`src/rtl/mem_arb_pkg.sv`:
```
// rtl/mem_arb_pkg.sv - shared types and constants for the memory port arbiter
package mem_arb_pkg;

  typedef enum logic [1:0] {
    ARB_IDLE = 2'd0,
    ARB_REQ  = 2'd1,
    ARB_RSP  = 2'd2
  } arb_state_e;

  localparam logic OWN_IF = 1'b0;
  localparam logic OWN_D  = 1'b1;

  localparam int WMASK_W = 4;

  localparam logic [WMASK_W-1:0] MASK_B = 4'b0001;
  localparam logic [WMASK_W-1:0] MASK_H = 4'b0011;
  localparam logic [WMASK_W-1:0] MASK_W = 4'b1111;

endpackage

```
`src/rtl/arb_rr2.sv`:
```
// rtl/arb_rr2.sv - two-input round-robin grant, one-hot outputs
module arb_rr2 import mem_arb_pkg::*; (
  input  logic req_if,
  input  logic req_d,
  input  logic last_owner,
  input  logic enable,
  output logic gnt_if,
  output logic gnt_d
);

  // On a tie the side that did not win last time gets the grant
  always_comb begin
    gnt_if = enable & req_if & (~req_d | (last_owner == OWN_D));
    gnt_d  = enable & req_d  & (~req_if | (last_owner == OWN_IF));
  end

endmodule

```
`src/rtl/mem_port_arbiter.sv`:
```
// rtl/mem_port_arbiter.sv - fetch/data memory port arbiter, optional watchdog via MEM_ARB_TIMEOUT_EN
module mem_port_arbiter import mem_arb_pkg::*; #(
  parameter int ADDR_W  = 32,
  parameter int DATA_W  = 32,
  parameter int TIMEOUT = 255
) (
  input  logic               clk,
  input  logic               rst,
  input  logic               if_req_valid,
  input  logic [ADDR_W-1:0]  if_req_addr,
  output logic               if_req_ready,
  output logic               if_rsp_valid,
  output logic [DATA_W-1:0]  if_rsp_data,
  input  logic               d_req_valid,
  input  logic [ADDR_W-1:0]  d_req_addr,
  input  logic               d_req_we,
  input  logic [DATA_W-1:0]  d_req_wdata,
  input  logic [WMASK_W-1:0] d_req_wmask,
  output logic               d_req_ready,
  output logic               d_rsp_valid,
  output logic [DATA_W-1:0]  d_rsp_data,
  output logic               mem_req_valid,
  output logic [ADDR_W-1:0]  mem_req_addr,
  output logic               mem_req_we,
  output logic [DATA_W-1:0]  mem_req_wdata,
  output logic [WMASK_W-1:0] mem_req_wmask,
  input  logic               mem_req_ready,
  input  logic               mem_rsp_valid,
  input  logic [DATA_W-1:0]  mem_rsp_data,
  output logic               busy,
  output logic               err
);

  localparam logic [1:0] IDLE = ARB_IDLE;
  localparam logic [1:0] REQ  = ARB_REQ;
  localparam logic [1:0] RSP  = ARB_RSP;

  logic [1:0]         state;
  logic               owner;
  logic               last_owner;
  logic [ADDR_W-1:0]  cap_addr;
  logic               cap_we;
  logic [DATA_W-1:0]  cap_wdata;
  logic [WMASK_W-1:0] cap_wmask;
  logic               gnt_if;
  logic               gnt_d;
  logic               rsp_done;
  logic               tmo_hit;
  logic [DATA_W-1:0]  rsp_word;

  arb_rr2 u_arb (
    .req_if     (if_req_valid),
    .req_d      (d_req_valid),
    .last_owner (last_owner),
    .enable     (state == IDLE),
    .gnt_if     (gnt_if),
    .gnt_d      (gnt_d)
  );

  // Handshakes and the memory request are decoded straight from state and capture registers
  always_comb begin
    if_req_ready  = gnt_if;
    d_req_ready   = gnt_d;
    mem_req_valid = (state == REQ);
    mem_req_addr  = cap_addr;
    mem_req_we    = cap_we;
    mem_req_wdata = cap_wdata;
    mem_req_wmask = cap_wmask;
    busy          = (state != IDLE);
    rsp_done      = (state == RSP) && mem_rsp_valid;
    rsp_word      = tmo_hit ? '0 : mem_rsp_data;
  end

`ifdef MEM_ARB_TIMEOUT_EN
  localparam int CNT_W = $clog2(TIMEOUT + 1);

  logic [CNT_W-1:0] tmo_cnt;
  logic             err_q;

  // A genuine completion on the limit cycle takes priority over the watchdog
  assign tmo_hit = (state != IDLE) && (tmo_cnt == CNT_W'(TIMEOUT)) && !rsp_done;
  assign err     = err_q;

  // Watchdog counts every in-flight cycle; held at zero while idle so REQ entry starts from zero
  always_ff @(posedge clk) begin
    if (rst) begin
      tmo_cnt <= '0;
      err_q   <= 1'b0;
    end else begin
      err_q <= tmo_hit;
      if (state == IDLE) tmo_cnt <= '0;
      else               tmo_cnt <= tmo_cnt + CNT_W'(1);
    end
  end
`else
  assign tmo_hit = 1'b0;
  assign err     = 1'b0;
`endif

  // Transaction FSM: accept winner, present request, route response to the owner
  always_ff @(posedge clk) begin
    if (rst) begin
      state        <= IDLE;
      owner        <= OWN_IF;
      last_owner   <= OWN_D;
      cap_addr     <= '0;
      cap_we       <= 1'b0;
      cap_wdata    <= '0;
      cap_wmask    <= '0;
      if_rsp_valid <= 1'b0;
      if_rsp_data  <= '0;
      d_rsp_valid  <= 1'b0;
      d_rsp_data   <= '0;
    end else begin
      if_rsp_valid <= 1'b0;
      d_rsp_valid  <= 1'b0;
      case (state)
        IDLE: begin
          if (gnt_if) begin
            cap_addr   <= if_req_addr;
            cap_we     <= 1'b0;
            cap_wdata  <= '0;
            cap_wmask  <= '0;
            owner      <= OWN_IF;
            last_owner <= OWN_IF;
            state      <= REQ;
          end else if (gnt_d) begin
            cap_addr   <= d_req_addr;
            cap_we     <= d_req_we;
            cap_wdata  <= d_req_wdata;
            cap_wmask  <= d_req_wmask;
            owner      <= OWN_D;
            last_owner <= OWN_D;
            state      <= REQ;
          end
        end
        REQ: begin
          if (mem_req_ready) state <= RSP;
        end
        RSP: ;
        default: state <= IDLE;
      endcase
      if (rsp_done || tmo_hit) begin
        state <= IDLE;
        if (owner == OWN_IF) begin
          if_rsp_valid <= 1'b1;
          if_rsp_data  <= rsp_word;
        end else begin
          d_rsp_valid <= 1'b1;
          d_rsp_data  <= rsp_word;
        end
      end
    end
  end

endmodule

```
`config.mk`:
```
export PLATFORM = sky130hd
export DESIGN_NAME = mem_port_arbiter
export DESIGN_NICKNAME = d
export VERILOG_FILES = /design/src/rtl/mem_arb_pkg.sv /design/src/rtl/arb_rr2.sv /design/src/rtl/mem_port_arbiter.sv
export SDC_FILE = /design/constraint.sdc
export NUM_CORES = 1
export LEC_CHECK = 0
export BUFFER_PORTS_ARGS = -buffer_cell sky130_fd_sc_hd__buf_2
export CORE_MARGIN = 4
export CORE_UTILIZATION = 41
export CTS_CLUSTER_SIZE = 10
export DETAILED_ROUTE_END_ITERATION = 10
export GPL_TIMING_DRIVEN = 0
export MAX_ROUTING_LAYER = met4
export PLACE_DENSITY = 0.87
export REMOVE_ABC_BUFFERS = 1
export SYNTH_ARGS = -nofsm -noshare
export SYNTH_HDL_FRONTEND = slang
export SYNTH_SLANG_ARGS = --single-unit
export TNS_END_PERCENT = 30
```
`constraint.sdc`:
```
create_clock -name clk -period 1.5 [get_ports clk]
set_input_delay 0.075 -clock clk [delete_from_list [all_inputs] [get_ports clk]]
set_output_delay 0.075 -clock clk [all_outputs]
set_load 0.1 [all_outputs]
```
=== Word-level counts from Yosys, hierarchy flattened ===
Cells that the tools add are included.
Widths: inputs -> output; s select.

* Bits in registers: 139
* Input bits: 139
* Word-level logic and storage cells: 53

* Equality and inequality tests: 4
* Reduce and logical (&&, ||, !) cells: 10
* Bitwise gates (word level): 12
* Mux-type cells: 16

{| class="wikitable"
|+ Operator list
! cell !! count
|-
| $mux 32 || 4
|-
| $mux 4 || 2
|-
| $mux 1 || 6
|-
| $mux 2 || 3
|-
| $not 1->1 || 6
|-
| $pmux 2 s3 || 1
|-
| $reduce_and 2->1 || 3
|-
| $and 1x1->1 || 4
|-
| $reduce_bool 2->1 || 2
|-
| $reduce_or 2->1 || 2
|-
| $ne 3x3->1 const B || 1
|-
| $reduce_and 3->1 || 1
|-
| $eq 2x1->1 const B || 1
|-
| $eq 2x2->1 const B || 1
|-
| $logic_not 2->1 || 1
|-
| $ne 2x1->1 const B || 1
|-
| $or 1x1->1 || 2
|-
| $logic_and 1x1->1 || 1
|}

=== Logic depth before layout (Yosys ltp) ===
* Depth in word-level cells: 6
* Depth in mapped cells: 7

=== Cells and area by module ===
Synthesis repeated with hierarchy kept, for this count alone.

* Cells, all modules: 635
* Area total of the unflattened synthesis: 5899.4 µm²

{| class="wikitable"
|+ By module, submodules not included
! module !! cells each !! sequential area each (µm²) !! times used !! area an instance (µm²)
|-
| mem_port_arbiter || 630 || 2782.7 || 1 || 5878.1
|-
| arb_rr2 || 5 || 0.0 || 1 || 21.3
|}

=== Worst setup path before layout ===
No wires, ideal clock.

* Path kind: flip-flop to output port
* Start: reg state[1]
* End: out if_req_ready
* Slack: -2.237 ns
* Arrival: 3.662 ns
* Buffers on the path: 2
* Data required time: 1.425 ns
* Stages on the path, launching flop included: 6
* Cells stage by stage: dfxtp_1 > buf_2 > nor2_2 > clkbuf_1 > inv_1 > nor3_1

* Cells in the longest elaborated chain, start to end: 3

{| class="wikitable"
|+ Ends and longest elaborated chain
! item !! RTL line !! RTL
|-
| from (decl) || mem_port_arbiter.sv:38 || <nowiki>logic [1:0] state;</nowiki>
|-
| from (signal assigned) || mem_port_arbiter.sv:103 || <nowiki>state <= IDLE;</nowiki>
|-
| from (signal assigned) || mem_port_arbiter.sv:126 || <nowiki>state <= REQ;</nowiki>
|-
| from (signal assigned) || mem_port_arbiter.sv:134 || <nowiki>state <= REQ;</nowiki>
|-
| $logic_not 2->1 || mem_port_arbiter.sv:55 || <nowiki>.enable (state == IDLE),</nowiki>
|-
| $and 1x1->1 (2 in series) || arb_rr2.sv:13 || <nowiki>gnt_if = enable & req_if & (~req_d | (last_owner == OWN_D));</nowiki>
|-
| to (decl) || mem_port_arbiter.sv:11 || <nowiki>output logic if_req_ready,</nowiki>
|}

No other way between the ends.

=== Final worst setup path ===
* Start: reg state[0]
* End: out d_req_ready

* Cells in the longest elaborated chain, start to end: 3

{| class="wikitable"
|+ Ends and longest elaborated chain
! item !! RTL line !! RTL
|-
| $logic_not 2->1 || mem_port_arbiter.sv:55 ||
|-
| $and 1x1->1 (2 in series) || arb_rr2.sv:14 || <nowiki>gnt_d = enable & req_d & (~req_if | (last_owner == OWN_IF));</nowiki>
|-
| to (decl) || mem_port_arbiter.sv:19 || <nowiki>output logic d_req_ready,</nowiki>
|}

No other way between the ends.

==> results.json <==
{
  "status": "complete, but fails checks",
  "failed_checks": "setup timing",
  "gp_congestion": 0.782,
  "synth.avg_cell_area_um2": 9.05,
  "share_comb_of_total_power": 0.258,
  "die_h_um": 122,
  "dp_hpwl_um": 11800,
  "ant_nets": 0,
  "rows": 41,
  "p_seq_frac": 0.348,
  "core-area_um2": 12700,
  "pwr-share-clk": 0.395,
  "cts_tree": "yes",
  "drt_first_iter_violations": 645,
  "ctsRootBufferMaster": "clkbuf_16",
  "syn_area_um2": 5320,
  "hold_class": "input port to flip-flop",
  "synthFlopType": "dfxtp_1",
  "slew_viol_final": 0,
  "maxSlewHeadroom": 0.519,
  "clk_latency_ps": 420,
  "cap_violations": 0,
  "cts_buffers": 17,
  "final_cell_mix": "buf_2 (273), dfxtp_1 (135), dlygate4sd3_1 (133)",
  "die_area_um2": 14900,
  "synth_edf_count": 0,
  "tightest_slew_ps": 721,
  "dieWidth_um": 122,
  "ys_types": 33,
  "power.share.switching": 0.341,
  "finalCriticalPeriod_ps": 1650,
  "grt_start_max_net_pins": 55,
  "p_int_w": 0.00757,
  "syn2layout_area_growth_pct": 71.5,
  "grt_usage": 0.329,
  "netlist_instances": 588,
  "first_pass_iters": 6,
  "cts.sinks": 139,
  "initial_core_util": 0.420,
  "worstPathArrival_ps": 1580,
  "vias": 6749,
  "synthArstFlopShare": 0,
  "setup_ws_ps": -154,
  "path_max_fanout": 7,
  "port_buffers": 277,
  "totalWireLength_um": 25100,
  "setup_viol": 61,
  "vdd_drop_max_mv": 0.757,
  "total_power_w": 0.0115,
  "holdWs_ps": 44.0,
  "cp-start-kind": "flip-flop",
  "crit_type": "flip-flop to output pin",
  "power_density_nw_per_um2": 1260,
  "required_ps": 1420,
  "vias_per_cell": 5.73,
  "fmax_mhz": 604,
  "grt_overflow": 0,
  "rsz0062_at_grt": "true",
  "grt_pass1_wl_um": 36800,
  "htreeDepth": 4,
  "clock_skew_ps": 9.15,
  "p_sw_w": 0.00392,
  "finalNetCount": 1130,
  "clk_pin_slew_worst_paths_ps": 60,
  "p_leak_nw": 4.02,
  "wl_per_cell_um": 21.3,
  "antenna_found_initial": 2,
  "ios": 279,
  "ys_seq_area_frac": 0.523,
  "min_period_over_period": 1.10,
  "ys_ff_latch": 139,
  "cp-end-kind": "output pin",
  "final_common_cell": "buf_2",
  "drive_gt1_frac": 0.384,
  "drc": 0,
  "synth_warnings": 0,
  "grt_pass1_vias": 6836,
  "hold_viol": 0,
  "cts_buffer_depth": 2
}
critical path, cell delays in order (launching register included):
cell	delay, ps
dfxtp_4	380
or3b_4	430
a21oi_4	160
buf_12	190
cell usage after synthesis, drive strengths merged, types with 2 or more instances:
master / count / area share
a21oi: 99 / 0.094
inv: 2 / 0.0014
a22o: 37 / 0.061
buf: 21 / 0.028
nor2: 8 / 0.0061
nor2b: 2 / 0.0024
or3b: 2 / 0.0038
clkbuf: 39 / 0.028
nand3: 32 / 0.030
nand2: 129 / 0.091
a311oi: 32 / 0.079
dfxtp: 139 / 0.52
o21ai: 32 / 0.030
area by class of cell:
cell class                 count  area, µm²
clock inverter                12        186
antenna                        2       5.00
fill                         828       3540
timing repair buffer         437       3060
tap                          172        215
inverter                       2       11.3
multi-input combinational    393       2400
clock buffer                  20        447
timing repair inverter         1       7.51
sequential                   139       2790
cell families after synthesis:
group	share of synthesized area
AO/OA/AOI/OAI	0.268
other	0.000705
buffers and inverters	0.0574
AND/OR/NAND/NOR	0.151
flip-flops	0.523
routing by layer:
layer / share of wire / GRT usage
met2: 0.50 / 0.552
met4: 0.068 / 0.223
met5: 0 / -
met3: 0.096 / 0.0882
met1: 0.34 / 0.335
through the flow:
step / cell area (µm²) / utilization / setup TNS [ps] / setup WS (ps) / cells
after global routing: 9130 / 0.720 / -8400 / -197 / 1178
after detailed placement: 6740 / 0.532 / -129010 / -1690 / 982
after global placement: 6630 / 0.523 / -262980 / -3260 / 977
final: 9130 / 0.720 / -4920 / -154 / 1178
after floorplan: 5020 / - / -109840 / -2630 / 528
after CTS: 8960 / 0.707 / -7240 / -152 / 1166
power by group through the flow:
stage                     Sequential [W]  Combinational, W  Clock [W]
after floorplan                  0.00526          0.000571          0
after global placement           0.00404           0.00235          0
after detailed placement         0.00405           0.00239          0
after CTS                        0.00398           0.00280    0.00455
after global routing             0.00401           0.00305    0.00474
final                            0.00400           0.00296    0.00454
worst paths after layout:
kind,end,start,cells past startpoint,slack [ps]
setup / recovery,d_req_ready,state[0]$_SDFFE_PP0P_,3,-150
hold / removal,mem_req_addr[24]$_SDFFE_PP0P_,d_req_addr[24],3,40
setup reg to reg,mem_req_wdata[21]$_SDFFE_PP0P_,state[0]$_SDFFE_PP0P_,5,-130
hold reg to reg,if_rsp_data[12]$_SDFFE_PP0P_,if_rsp_data[12]$_SDFFE_PP0P_,2,450
registers in the layout (all words and copies together) (netlist names), 2 cells and up:
signal         cells
mem_req_wmask      4
state              2
mem_req_wdata     32
if_rsp_data       32
mem_req_addr      32
d_rsp_data        32
timing repair:
action,4_1_cts,5_1_grt
setup endpoints to repair,141,138
hold buffers,133,0
resized for setup,32,15
endpoints found under the hold margin,135,0
cloned,5,2
buffers inserted,14,8
pin swaps,6,42
Power figures use the tool's default switching activity.
